<file path="src/rtl/alu_arbiter.sv">
// Round-robin arbiter/sequencer for the shared 32-bit ALU: grants one of two
// requesters, drives the ALU for its registered latency, and holds the response.
//
// state   | meaning
// IDLE    | ALU idle (NOP), ready offered to the arbitration winner
// ISSUE   | latched operands/op on the ALU inputs, ALU captures next edge
// CAPTURE | latched values still driven, ALU result sampled next edge
// RESP    | response held until in_resp_ready
module alu_arbiter (
  input  logic        clk,
  input  logic        rst_n,
  input  logic        in_req0_valid,
  output logic        out_req0_ready,
  input  logic [31:0] in_req0_a,
  input  logic [31:0] in_req0_b,
  input  logic [2:0]  in_req0_op,
  input  logic        in_req1_valid,
  output logic        out_req1_ready,
  input  logic [31:0] in_req1_a,
  input  logic [31:0] in_req1_b,
  input  logic [2:0]  in_req1_op,
  output logic [31:0] out_alu_a,
  output logic [31:0] out_alu_b,
  output logic [2:0]  out_alu_op,
  input  logic [31:0] in_alu_result,
  input  logic        in_alu_zero,
  input  logic        in_alu_neg,
  output logic        out_resp_valid,
  input  logic        in_resp_ready,
  output logic        out_resp_id,
  output logic [31:0] out_resp_result,
  output logic        out_resp_zero,
  output logic        out_resp_neg,
  output logic        out_resp_err
);

  localparam logic [2:0] OP_NOP = 3'b011;

  typedef enum logic [1:0] {IDLE, ISSUE, CAPTURE, RESP} state_t;

  state_t      state_q, state_d;
  logic        last_q, last_d;
  logic [31:0] a_q, a_d;
  logic [31:0] b_q, b_d;
  logic [2:0]  op_q, op_d;
  logic        resp_valid_q, resp_valid_d;
  logic        resp_id_q, resp_id_d;
  logic [31:0] resp_result_q, resp_result_d;
  logic        resp_zero_q, resp_zero_d;
  logic        resp_neg_q, resp_neg_d;
  logic        resp_err_q, resp_err_d;

  logic        idle;
  logic        grant0, grant1, accept;
  logic [31:0] sel_a, sel_b;
  logic [2:0]  sel_op;
  logic        sel_illegal;

  // last_q names the requester granted most recently; the other one wins a tie.
  // Gating with rst_n keeps both readys low while reset is held.
  always_comb begin
    idle        = (state_q == IDLE);
    grant0      = rst_n & idle & in_req0_valid & (~in_req1_valid | last_q);
    grant1      = rst_n & idle & in_req1_valid & (~in_req0_valid | ~last_q);
    accept      = grant0 | grant1;
    sel_a       = grant1 ? in_req1_a  : in_req0_a;
    sel_b       = grant1 ? in_req1_b  : in_req0_b;
    sel_op      = grant1 ? in_req1_op : in_req0_op;
    sel_illegal = (sel_op == 3'b101) || (sel_op == 3'b110);
  end

  always_comb begin
    state_d       = state_q;
    last_d        = last_q;
    a_d           = a_q;
    b_d           = b_q;
    op_d          = op_q;
    resp_valid_d  = resp_valid_q;
    resp_id_d     = resp_id_q;
    resp_result_d = resp_result_q;
    resp_zero_d   = resp_zero_q;
    resp_neg_d    = resp_neg_q;
    resp_err_d    = resp_err_q;
    case (state_q)
      IDLE: begin
        if (accept) begin
          last_d    = grant1;
          resp_id_d = grant1;
          if (sel_illegal) begin
            state_d       = RESP;
            resp_valid_d  = 1'b1;
            resp_result_d = 32'd0;
            resp_zero_d   = 1'b0;
            resp_neg_d    = 1'b0;
            resp_err_d    = 1'b1;
          end else begin
            state_d = ISSUE;
            a_d     = sel_a;
            b_d     = sel_b;
            op_d    = sel_op;
          end
        end
      end
      ISSUE: state_d = CAPTURE;
      CAPTURE: begin
        state_d       = RESP;
        resp_valid_d  = 1'b1;
        resp_result_d = in_alu_result;
        resp_zero_d   = in_alu_zero;
        resp_neg_d    = in_alu_neg;
        resp_err_d    = 1'b0;
      end
      RESP: begin
        if (in_resp_ready) begin
          state_d      = IDLE;
          resp_valid_d = 1'b0;
        end
      end
      default: state_d = IDLE;
    endcase
  end

  always_ff @(posedge clk or negedge rst_n) begin
    if (!rst_n) begin
      state_q       <= IDLE;
      last_q        <= 1'b1;
      a_q           <= 32'd0;
      b_q           <= 32'd0;
      op_q          <= OP_NOP;
      resp_valid_q  <= 1'b0;
      resp_id_q     <= 1'b0;
      resp_result_q <= 32'd0;
      resp_zero_q   <= 1'b0;
      resp_neg_q    <= 1'b0;
      resp_err_q    <= 1'b0;
    end else begin
      state_q       <= state_d;
      last_q        <= last_d;
      a_q           <= a_d;
      b_q           <= b_d;
      op_q          <= op_d;
      resp_valid_q  <= resp_valid_d;
      resp_id_q     <= resp_id_d;
      resp_result_q <= resp_result_d;
      resp_zero_q   <= resp_zero_d;
      resp_neg_q    <= resp_neg_d;
      resp_err_q    <= resp_err_d;
    end
  end

  assign out_req0_ready  = grant0;
  assign out_req1_ready  = grant1;
  assign out_alu_a       = a_q;
  assign out_alu_b       = b_q;
  assign out_alu_op      = ((state_q == ISSUE) || (state_q == CAPTURE)) ? op_q : OP_NOP;
  assign out_resp_valid  = resp_valid_q;
  assign out_resp_id     = resp_id_q;
  assign out_resp_result = resp_result_q;
  assign out_resp_zero   = resp_zero_q;
  assign out_resp_neg    = resp_neg_q;
  assign out_resp_err    = resp_err_q;

endmodule

</file>
<file path="config.mk">
export PLATFORM = sky130hd
export DESIGN_NAME = alu_arbiter
export DESIGN_NICKNAME = d
export VERILOG_FILES = /design/src/rtl/alu_arbiter.sv
export SDC_FILE = /design/constraint.sdc
export NUM_CORES = 1
export LEC_CHECK = 0
export CAP_MARGIN = 20
export CORE_UTILIZATION = 41
export DETAILED_ROUTE_END_ITERATION = 10
export PLACE_DENSITY = 0.94
export SYNTH_ARGS = -nofsm -noshare
export SYNTH_HDL_FRONTEND = slang
export SYNTH_SLANG_ARGS = --single-unit
export TNS_END_PERCENT = 1
</file>
<file path="constraint.sdc">
create_clock -name clk -period 4.65 [get_ports clk]
set_input_delay 0.465 -clock clk [delete_from_list [all_inputs] [get_ports clk]]
set_output_delay 0.465 -clock clk [all_outputs]
set_load 0.03 [all_outputs]
</file>
### After elaboration in Yosys (flattened, before gate mapping)

Cells that the tools add are included.

* register bits: 107
* bits in latches: 0
* bits in writable memories: 0
* memory bits (read-only): 0
* input port bits: 173
* output and inout port bits: 106
* logic and storage cells: 61
* memories: 0

* $add $sub $neg: 0
* multiply operators: 0
* divide/modulo/power cells: 0
* magnitude comparators: 0
* eq/ne operators: 8
* shift operators: 0
* muxes and demuxes: 20
* bitwise logic cells: 12
* reduce and logical (&&, ||, !) cells: 10

Operators with widths (count)
* 2-to-1 mux 32 bit: 4
* case mux 32 bit (2 select lines): 1
* case mux 2 bit (4 select lines): 1
* equality test 3 bit (second input constant): 2
* 2-to-1 mux 2 bit: 3
* 2-to-1 mux 3 bit: 2
* case mux 1 bit (2 select lines): 3
* AND reduction 3 bit: 2
* bitwise AND 1 bit: 5
* 2-to-1 mux 1 bit: 5
* equality test 2 bit (second input constant): 2
* != test 2 x 1 -> 1 bit (second input constant): 2
* NOT 1 bit: 4
* AND reduction 2 bit: 2
* AND reduction 4 bit: 1
* bitwise OR 1 bit: 3
* case mux 1 bit (3 select lines): 1
* nonzero test 3 bit: 1
* equality test 2 x 1 -> 1 bit (second input constant): 1
* logical NOT 2 bit: 1
* logical OR 1 bit: 2
* != test 2 bit (second input constant): 1
* nonzero test 2 bit: 1

### Depth between registers and ports, before layout

* depth after elaboration: 10
* depth in mapped cells: 10

### Least setup slack after synthesis

No wires, ideal clock.

* kind: flip-flop to output port
* start: reg state_q[0]
* end: out out_req1_ready
* arrival: 1.615 ns
* path slack: 2.570 ns
* cell stages (with the launch flop): 8
* cell sequence: dfrtp_1 -> inv_1 -> ha_1 -> buf_4 -> and3_1 -> nand2_1 -> inv_2 -> clkbuf_1

* cells in the longest elaborated chain, start to end: 4

RTL lines
* from (decl): RTL line 41 `state_t state_q, state_d;`
* from (signal assigned): RTL line 137 `state_q <= state_d;`
* logical NOT 2 bit: RTL line 62 `idle = (state_q == IDLE);`
* bitwise AND 1 bit (3 in a row): RTL line 64 `grant1 = rst_n & idle & in_req1_valid & (~in_req0_valid | ~last_q);`
* to (decl): RTL line 18 `output logic out_req1_ready,`

No other way between the ends.

### Final worst setup path

* start: reg state_q[0]
* end: out out_req0_ready

* cells in the longest elaborated chain, start to end: 4

RTL lines
* logical NOT 2 bit: RTL line 62
* bitwise AND 1 bit (3 in a row): RTL line 63 `grant0 = rst_n & idle & in_req0_valid & (~in_req1_valid | last_q);`
* to (decl): RTL line 13 `output logic out_req0_ready,`

No other way between the ends.

==> impl_metrics.env <==
export IMPL_drt_iter0_markers=350
export IMPL_grt_ovfl_total=0
export IMPL_worstMarginPinSlew_ps=872
export IMPL_io_pins=279
export IMPL_synth_warnings=0
export IMPL_setup_viol=0
export IMPL_dieArea_um2=12000
export IMPL_finalClockSkew_ps=7.24
export IMPL_pre_cts_ws_ps=1580
export IMPL_grt_pass1_vias=4621
export IMPL_place_gp_congestion=0.859
export IMPL_antenna_cells=0
export IMPL_status="complete, no violations"
export IMPL_antenna_found_initial=0
export IMPL_grt_use_total_pct=24.3
export IMPL_drive_above_1_share_pct=4.48
export IMPL_synth_seq_cells=107
export IMPL_fin_crit_sh_pct=60.8
export IMPL_cts_buffers=9
export IMPL_cts_tree="done"
export IMPL_drv_slew=0
export IMPL_post_drt_wl_per_cell_um=16.4
export IMPL_crit_fanout=9
export IMPL_grt_pass1_wl_um=22200
export IMPL_worstPathArrival_ps=2360
export IMPL_final_nets=932
export IMPL_dieHeight_um=109
export IMPL_die_w_um=109
export IMPL_max_cap_viol_count=0
export IMPL_setup_tns_final_ps=0
export IMPL_max_freq_mhz=354
export IMPL_worstSetupEndpointType="output port"
export IMPL_ys_seq_area_share_pct=56.8
export IMPL_ant_nets=0
export IMPL_cts_resized=0
export IMPL_vdd_ir_drop_max_mv=0.423
export IMPL_syn2layout_area_growth_pct=65.9
export IMPL_required_ps=4180
export IMPL_worst_setup_path_start_kind="flop"
export IMPL_slew_headroom_pct=41.7
export IMPL_setup_slack_ps=1820
export IMPL_routed_wl_um=14700
export IMPL_mostFrequentLayoutCell="clkdlybuf4s50_1"
export IMPL_synth_nets=673
export IMPL_p_leak_nw=3.34
export IMPL_syn_area_um2=4720
export IMPL_final_cell_mix="277 x clkdlybuf4s50_1, 136 x nand2_1, 104 x dfrtp_1"
export IMPL_syn_inst=495
export IMPL_core_um2=11000
export IMPL_rsz0062_at_grt="false"
export IMPL_hold_violations=0
export IMPL_clock_latency_ps=330
export IMPL_post_cts_setup_buffers=0
export IMPL_regToRegSetupSlack_ps=1870
export IMPL_vias=4606
export IMPL_hold_slack_ps=217
export IMPL_clock_path_buffers=2
export IMPL_reg2regPathDepth=7
export IMPL_min_path_type="input pin to asynchronous set/reset pin"
export IMPL_p_per_area_nw_per_um2=688
export IMPL_clk_pin_slew_worst_paths_ps=70
export IMPL_path_class="flop to output port"
export IMPL_cts_hold_buf=0
export IMPL_period_minus_slack_ps=2830
export IMPL_firstDrtPassIters=4
export IMPL_dp_hpwl_um=10900
export IMPL_num_rows=38
export IMPL_syn_mean_instance_area_um2=9.54
export IMPL_portBuffers=278
export IMPL_r2r_end="out_resp_result[3]$_DFFE_PN0P_"
export IMPL_grt_max_degree=90
export IMPL_start_util_pct=42.8
export IMPL_htree_num_levels=3
export IMPL_cts_root_buf="clkbuf_16"
export IMPL_ys_types=33
export IMPL_clock_sinks=107
export IMPL_viasPerCell=5.12
export IMPL_drc=0
export IMPL_reg2reg_from="state_q[0]$_DFFE_PN0P_"
## worst max-delay path, stage by stage (launching register included)
cell and delay [ps]:
dfrtp_1 410, inv_1 130, ha_1 410, nand3_1 150, a21oi_1 220, clkdlybuf4s50_1 710
## through the flow
stage	utilization (%)	cells	total power, mW	cell area [um2]
after floorplan	-	495	3.39	4720
after CTS	71.0	899	5.43	7840
after global routing	71.0	899	5.68	7840
final	71.0	899	5.39	7840
after global placement	68.3	883	4.53	7530
after detailed placement	68.3	883	4.66	7530
## how the worst max path moves through the flow
stage                      startpoint                              end  slack, ps
3_3_place_gp                    rst_n   out_resp_result[4]$_DFFE_PN0P_       1770
6_report       state_q[0]$_DFFE_PN0P_                   out_req0_ready       1820
5_1_grt        state_q[0]$_DFFE_PN0P_        out_resp_zero$_DFFE_PN0P_       1620
2_1_floorplan  state_q[0]$_DFFE_PN0P_                   out_req1_ready       2570
3_5_place_dp                    rst_n  out_resp_result[18]$_DFFE_PN0P_       1580
4_1_cts        state_q[0]$_DFFE_PN0P_                   out_req0_ready       1790
## synth_stat cells
cell	number	area, um2
dfstp_2	3	78.8
o21ai_2	1	8.76
nand3_1	1	5.00
mux2_2	1	11.3
o21ai_0	5	25.0
inv_2	1	3.75
o211ai_1	1	7.51
o211a_1	2	20.0
and3_1	1	6.26
nand3_2	1	10.0
ha_1	5	62.6
a21boi_4	2	37.5
buf_6	3	33.8
a21oi_1	5	25.0
xnor2_1	1	8.76
buf_4	7	52.6
a31oi_1	66	413
a22o_1	34	298
nor4_4	1	21.3
nand2_1	137	514
a2bb2oi_1	1	8.76
xor2_1	1	8.76
a21o_1	1	7.51
clkbuf_1	13	48.8
nand2b_1	2	12.5
buf_2	12	60.1
inv_1	8	30.0
a211oi_1	2	15.0
nor3_1	1	5.00
dfrtp_1	104	2600
and2_1	2	12.5
nor2_1	69	259
nor3_2	1	10.0
## kinds of logic (layout without fill, tap and decap cells)
| family | after synthesis | count (layout) | share of synthesized area (%) |
|---|---|---|---|
| AOI/OAI and AO/OA | 120 | 120 | 18.3 |
| xor gates and xnor gates | 2 | 2 | 0.371 |
| adders and majority gates | 5 | 5 | 1.32 |
| buffers and inverters | 44 | 308 | 4.85 |
| DFF | 107 | 107 | 56.8 |
| muxes | 1 | 1 | 0.238 |
| and+or+nand+nor | 216 | 216 | 18.1 |
## report_power, final
part           internal, mW  switching, mW  total (mW)
clock                 0.384          0.369       0.754
combinational          1.28           1.70        2.98
sequential             1.40          0.264        1.66
total                  3.06           2.34        5.39
## cell type report
type / instances / area, um2
Tap cell: 140 / 175
Multi-Input combinational cell: 344 / 1820
Clock buffer: 9 / 225
Timing Repair Buffer: 283 / 2820
Inverter: 9 / 33.8
Clock inverter: 7 / 81.3
Sequential cell: 107 / 2680
Fill cell: 744 / 3190
## layer usage
layer / wire, um / vias up / track usage (%)
met1: 5730 / 2159 / 28.0
met2: 7510 / 205 / 43.4
met4: 370 / 0 / 10.3
met3: 1090 / 24 / 5.28
li1: - / 2218 / -
met5: 0 / - / 0
## registers in the layout (all words and copies together), names as in the netlist, 2 cells and up
register / cells
out_alu_b: 32
op_q: 3
out_alu_a: 32
out_resp_result: 32
state_q: 2
(Power assumes the default switching activity.)
